<file path="src/rtl/cpu_bus_decoder.sv">
// CPU bus decoder: routes each CPU request to ROM, RAM or IO and returns one registered ready pulse.
// Optional wait-limit on target ready is built when BUS_TIMEOUT_EN is defined.
module cpu_bus_decoder #(
  parameter logic [31:0] ROM_BASE       = 32'h0000_0000,
  parameter int          ROM_BITS       = 16,
  parameter logic [31:0] RAM_BASE       = 32'h0001_0000,
  parameter int          RAM_BITS       = 16,
  parameter logic [31:0] IO_BASE        = 32'h5000_0000,
  parameter int          IO_BITS        = 12,
  parameter int          TIMEOUT_CYCLES = 255
) (
  input  logic        i_clock,
  input  logic        i_reset,
  input  logic        i_request,
  input  logic        i_rw,
  input  logic [31:0] i_address,
  input  logic [31:0] i_wdata,
  output logic [31:0] o_rdata,
  output logic        o_ready,
  output logic        o_fault,
  output logic        o_t_rw,
  output logic [31:0] o_t_address,
  output logic [31:0] o_t_wdata,
  output logic        o_rom_request,
  output logic        o_ram_request,
  output logic        o_io_request,
  input  logic [31:0] i_rom_rdata,
  input  logic [31:0] i_ram_rdata,
  input  logic [31:0] i_io_rdata,
  input  logic        i_rom_ready,
  input  logic        i_ram_ready,
  input  logic        i_io_ready,
  output logic [1:0]  o_state
);

  // Handshake: the CPU holds i_request until it samples o_ready; each target holds
  // its request until its ready is seen at an edge, then the request drops.
  typedef enum logic [1:0] {IDLE = 2'd0, ACTIVE = 2'd1, ACK = 2'd2} state_t;
  typedef enum logic [1:0] {TGT_NONE = 2'd0, TGT_ROM = 2'd1, TGT_RAM = 2'd2, TGT_IO = 2'd3} tgt_t;

  localparam logic [31:0] ROM_MASK = ~((32'd1 << ROM_BITS) - 32'd1);
  localparam logic [31:0] RAM_MASK = ~((32'd1 << RAM_BITS) - 32'd1);
  localparam logic [31:0] IO_MASK  = ~((32'd1 << IO_BITS) - 32'd1);

  if (TIMEOUT_CYCLES < 1) begin : g_bad_timeout
    $error("TIMEOUT_CYCLES must be at least 1");
  end

  state_t      state, state_n;
  tgt_t        tgt, tgt_n;
  logic [31:0] rdata_n, t_address_n, t_wdata_n;
  logic        ready_n, fault_n, t_rw_n;
  logic        rom_req_n, ram_req_n, io_req_n;
  logic        rom_hit, ram_hit, io_hit;
  logic        sel_ready;
  logic [31:0] sel_rdata;

  assign rom_hit = (i_address & ROM_MASK) == ROM_BASE;
  assign ram_hit = (i_address & RAM_MASK) == RAM_BASE;
  assign io_hit  = (i_address & IO_MASK) == IO_BASE;
  assign o_state = state;

  always_comb begin
    sel_ready = 1'b0;
    sel_rdata = 32'd0;
    case (tgt)
      TGT_ROM: begin sel_ready = i_rom_ready; sel_rdata = i_rom_rdata; end
      TGT_RAM: begin sel_ready = i_ram_ready; sel_rdata = i_ram_rdata; end
      TGT_IO:  begin sel_ready = i_io_ready;  sel_rdata = i_io_rdata;  end
      default: ;
    endcase
  end

`ifdef BUS_TIMEOUT_EN
  localparam int CNT_W = $clog2(TIMEOUT_CYCLES + 1);
  localparam logic [CNT_W-1:0] CNT_LAST = CNT_W'(TIMEOUT_CYCLES - 1);
  logic [CNT_W-1:0] cnt, cnt_n;

  always_ff @(posedge i_clock or posedge i_reset) begin
    if (i_reset) cnt <= '0;
    else         cnt <= cnt_n;
  end
`endif

  always_comb begin
    state_n     = state;
    tgt_n       = tgt;
    rdata_n     = o_rdata;
    ready_n     = o_ready;
    fault_n     = o_fault;
    t_rw_n      = o_t_rw;
    t_address_n = o_t_address;
    t_wdata_n   = o_t_wdata;
    rom_req_n   = o_rom_request;
    ram_req_n   = o_ram_request;
    io_req_n    = o_io_request;
`ifdef BUS_TIMEOUT_EN
    cnt_n       = cnt;
`endif
    case (state)
      IDLE: begin
        if (i_request) begin
          t_rw_n    = i_rw;
          t_wdata_n = i_wdata;
          state_n   = ACTIVE;
`ifdef BUS_TIMEOUT_EN
          cnt_n     = '0;
`endif
          if (rom_hit) begin
            t_address_n = i_address - ROM_BASE;
            tgt_n       = TGT_ROM;
            rom_req_n   = ~i_rw;
          end else if (ram_hit) begin
            t_address_n = i_address - RAM_BASE;
            tgt_n       = TGT_RAM;
            ram_req_n   = 1'b1;
          end else if (io_hit) begin
            t_address_n = i_address - IO_BASE;
            tgt_n       = TGT_IO;
            io_req_n    = 1'b1;
          end else begin
            t_address_n = i_address;
            tgt_n       = TGT_NONE;
          end
          // ROM writes and unmapped addresses complete at once with a fault.
          if (!(rom_hit && !i_rw) && !ram_hit && !(io_hit && !rom_hit)) begin
            tgt_n   = TGT_NONE;
            ready_n = 1'b1;
            fault_n = 1'b1;
            rdata_n = 32'd0;
            state_n = ACK;
          end
        end
      end
      ACTIVE: begin
        if (sel_ready) begin
          rom_req_n = 1'b0;
          ram_req_n = 1'b0;
          io_req_n  = 1'b0;
          rdata_n   = o_t_rw ? 32'd0 : sel_rdata;
          ready_n   = 1'b1;
          state_n   = ACK;
        end
`ifdef BUS_TIMEOUT_EN
        else if (cnt == CNT_LAST) begin
          rom_req_n = 1'b0;
          ram_req_n = 1'b0;
          io_req_n  = 1'b0;
          rdata_n   = 32'd0;
          ready_n   = 1'b1;
          fault_n   = 1'b1;
          state_n   = ACK;
        end else begin
          cnt_n = cnt + 1'b1;
        end
`endif
      end
      ACK: begin
        ready_n = 1'b0;
        fault_n = 1'b0;
        tgt_n   = TGT_NONE;
        state_n = IDLE;
      end
      default: state_n = IDLE;
    endcase
  end

  always_ff @(posedge i_clock or posedge i_reset) begin
    if (i_reset) begin
      state         <= IDLE;
      tgt           <= TGT_NONE;
      o_rdata       <= 32'd0;
      o_ready       <= 1'b0;
      o_fault       <= 1'b0;
      o_t_rw        <= 1'b0;
      o_t_address   <= 32'd0;
      o_t_wdata     <= 32'd0;
      o_rom_request <= 1'b0;
      o_ram_request <= 1'b0;
      o_io_request  <= 1'b0;
    end else begin
      state         <= state_n;
      tgt           <= tgt_n;
      o_rdata       <= rdata_n;
      o_ready       <= ready_n;
      o_fault       <= fault_n;
      o_t_rw        <= t_rw_n;
      o_t_address   <= t_address_n;
      o_t_wdata     <= t_wdata_n;
      o_rom_request <= rom_req_n;
      o_ram_request <= ram_req_n;
      o_io_request  <= io_req_n;
    end
  end

endmodule

</file>
<file path="config.mk">
export PLATFORM = sky130hd
export DESIGN_NAME = cpu_bus_decoder
export DESIGN_NICKNAME = d
export VERILOG_FILES = /design/src/rtl/cpu_bus_decoder.sv
export SDC_FILE = /design/constraint.sdc
export NUM_CORES = 1
export LEC_CHECK = 0
export ABC_AREA = 0
export CORE_UTILIZATION = 44
export CTS_BUF_LIST = sky130_fd_sc_hd__clkbuf_8 sky130_fd_sc_hd__clkbuf_16
export DETAILED_ROUTE_END_ITERATION = 8
export GPL_ROUTABILITY_DRIVEN = 0
export PLACE_DENSITY = 0.87
export SLEW_MARGIN = 40
export SYNTH_ARGS = -nofsm -noshare
export SYNTH_HDL_FRONTEND = slang
export SYNTH_SLANG_ARGS = --single-unit
</file>
<file path="constraint.sdc">
create_clock -name i_clock -period 6.95 [get_ports i_clock]
set_input_delay 1.39 -clock i_clock [delete_from_list [all_inputs] [get_ports i_clock]]
set_output_delay 1.39 -clock i_clock [all_outputs]
set_load 0.02 [all_outputs]
</file>
==> out/results.txt <==
TritonCTS built the clock tree. Across the run, the number of max-cap violations was 0. The number of I/O port buffers is 270. For the number of endpoints with negative hold slack in the final report, the log shows 0.

The category of the most critical setup path was primary input to flop. Relative to the synthesized area, the layout overhead comes to 57.7%. The post-route netlist has 12.5% of its cells at a drive strength greater than 1. The number of antenna diodes is 0, and the die height is 112 um.

In this run, synthesis produced a sequential element count of 106. After synthesis, the largest area contributor takes up 49.7% of total cell area. The number of DRC violations after detailed-routing iteration 0 is 309. The final reports fail on design-rule violations. After clock tree synthesis, the repair step resized 0 gates. Setup total negative slack on the finished layout was measured at 0 ns.

The post-route DRC violation count was 19. After floorplanning, the core was divided into 39 placement rows. The measured slew at the worst slew-check pin is 0.740 ns, and the number of nets in the layout is 941. The max-slew violation count is 0. Cell type contributing the most total cell area after synthesis: dfrtp_1. For the final database, setup skew stands at 0.0101 ns. In this run the power density over the cells is 217 mW/mm^2.

Largest voltage drop on the vdd net: 0.142 mV. Detailed placement finished with a half-perimeter wire length of 12500 um. The remaining global-route overflow was 0. The class of the worst hold path was flop to flop. Final wirelength: 16400 um. Buffers inserted to repair hold after CTS numbered 0. Summing over every cut layer, the via total after detailed routing is 4898.

The CTS sink count was 106; the number of detailed-route iterations in the first pass was 9. Measured along the x axis, the die boundary spans 112 um. The detail route stage leaves a number of antenna-violating nets equal to 0. The first global-routing pass estimated 25700 um of wire. For this run, the share of the core covered by cells in the final layout is 72.5%.

Commonest register cell after synthesis: dfrtp_1. The clock passes through at most 2 buffers. Counting flops with an async set or reset pin after synthesis yields a share of 100%.

Derived from the worst setup path, the maximum achievable clock frequency is 272 MHz. In this run the register-to-register setup slack is 4.09 ns. Setup repair after global routing left no endpoint under its margin. For the die area, the log shows 0.0126 sq mm. The maximum net fanout on the critical path was 21; the worst slew margin relative to its limit was 50.6%.

In this run the post-CTS setup repair buffer count came out at 0. Most frequent cell after synthesis: nand2_1. The clock network latency to the later pin of the worst-skew pair was 0.34 ns. The commonest cells after synthesis are nand2_1, dfrtp_1, mux2_2, a22oi_1, o2bb2ai_2.

The run gives 271 as the count of boundary I/O pins. After detailed routing, the average wire length per cell comes to 18.0 um. Once the floorplan was initialized, standard cells occupied 46.0% of the core. The run finished, with violations left. In this run the clock root is driven by a clkbuf_16. STA classifies the critical path startpoint as a primary input. In the routed layout, each cell is associated on average with a via count of 5.37. Synthesized area per cell: 10.4 sq um.

For the proportion of synthesized chip area in sequential cells, the log shows 49.7%. Entering global routing, the biggest net connects 65 pins. Sorting the synthesized cells by area gives the leading types as dfrtp_1, nand2_1, o2bb2ai_2, mux2_2, a22oi_1. The analysis attributes to cell leakage a power of 3.50 nW. Synthesis produced a netlist whose cell count is 514. The H-tree generated during clock tree synthesis spans 3 levels. The region available for standard cell placement spans 0.0116 sq mm. The number of antenna violations at the first check in global routing is 0. The worst path needs 3.68 ns of the cycle, external delays included. At the worst endpoint, the arrival time is 3.94 ns. For the number of global-route vias before repair, the log shows 5066. The number of nets handed over by synthesis was 690.

The CTS buffer count is 9. The unique cell type count in the Yosys netlist was 50; the final worst-path cycle share was 53.0%. The yosys synthesis warning count came out at 0.

The tools report the capturing element type of the critical path as a flop. Clock-pin slew was measured on the worst setup and hold paths at 0.06 ns. The total setup violations reported at the end of the flow was 0.

The tools report the post-synthesis instance area as 0.00534 sq mm. The tools report the aggregate global-route resource usage as 26.1%. The required time at the worst-slack endpoint was 7.21 ns; the count of flip-flops with a built-in enable after synthesis was 0.
## final cells by class
type,instances,area [sq um]
tap,143,179
clock buffer,10,239
multi-input combinational,360,2480
fill,839,3190
sequential,106,2650
clock inverter,5,55.1
timing repair buffer,274,2760
inverter,14,55.1
## where the power goes
group          total, W  switching, W  internal (W)
clock network  0.000500      0.000214      0.000286
logic          0.000575      0.000286      0.000289
registers      0.000756     0.0000530      0.000703
## layout by cell type, fill, tap and decap left out, types with 3 or more instances in the layout
master             n
clkdlybuf4s50_1  270
nand2_1          157
dfrtp_1          105
mux2_2            36
a22oi_1           32
o2bb2ai_2         30
inv_1             13
o21ai_0           11
o22a_1            10
ha_1               9
clkbuf_16          9
nor2_1             8
nand3_1            6
and3_1             4
a31oi_1            4
nor4_1             3
nor2b_1            3
nand4_1            3
a22o_1             3
a21oi_1            3
## final timing paths
check                                          startpoint                        end  depth (start not counted)
worst max-delay path                        i_address[28]    o_rdata[23]$_DFFE_PP0P_                          9
worst min-delay path            o_t_wdata[27]$_DFFE_PP0P_  o_t_wdata[27]$_DFFE_PP0P_                          2
worst max register to register         tgt[1]$_DFFE_PP0P_    o_rdata[23]$_DFFE_PP0P_                          6
worst min register to register  o_t_wdata[27]$_DFFE_PP0P_  o_t_wdata[27]$_DFFE_PP0P_                          2
max in group asynchronous                         i_reset         tgt[1]$_DFFE_PP0P_                          3
min in group asynchronous                         i_reset  o_t_wdata[21]$_DFFE_PP0P_                          2
## sequential cells by signal, indices dropped and copies added, names as in the netlist
| signal | cells |
|---|---|
| o_ram_request | 1 |
| o_fault | 1 |
| o_rdata | 32 |
| o_rom_request | 1 |
| o_t_address | 32 |
| o_ready | 1 |
| tgt | 2 |
| o_t_rw | 1 |
| o_t_wdata | 32 |
| o_state | 2 |
| o_io_request | 1 |
## worst max-delay path, stage by stage
cell and delay [ns]:
clkdlybuf4s50_1 0.54, inv_1 0.11, ha_1 0.20, nor2b_1 0.19, a22o_1 0.26, a31o_4 0.27, a311o_2 0.56, buf_16 0.24
o2bb2ai_1 0.15
## per-layer routing
layer | vias up | global-route usage (%) | wire (um)
li1 | 2302 | - | -
met1 | 2336 | 27.9 | 5980
met2 | 238 | 48.3 | 8540
met3 | 22 | 9.99 | 1670
met4 | 0 | 6.40 | 204
met5 | - | 0 | 0
## stage by stage
stage               setup WS (ns)  power (W)  hold slack [ns]  instance area, sq um  instances
finish                       3.27    0.00183            0.471                  8420        912
global route                 3.14    0.00192            0.493                  8420        912
CTS                          3.17    0.00185            0.477                  8390        911
detailed placement           2.81    0.00134            0.461                  8100        896
global placement             2.83    0.00132            0.458                  8080        896
floorplan                    2.77    0.00101            0.589                  5340        514
## cells by family (layout without fill, tap and decap cells)
kind of cell | after synthesis | after routing | synth area share [%]
XOR/XNOR | 2 | 2 | 0.328
flip-flops | 106 | 106 | 49.7
AND/OR/NAND/NOR | 198 | 198 | 15.4
buffers and inverters | 48 | 303 | 4.29
multiplexers | 39 | 39 | 8.25
AO/OA/AOI/OAI | 112 | 112 | 19.9
adder cells (fa/ha/maj) | 9 | 9 | 2.11
Power figures use the tool's default switching activity.
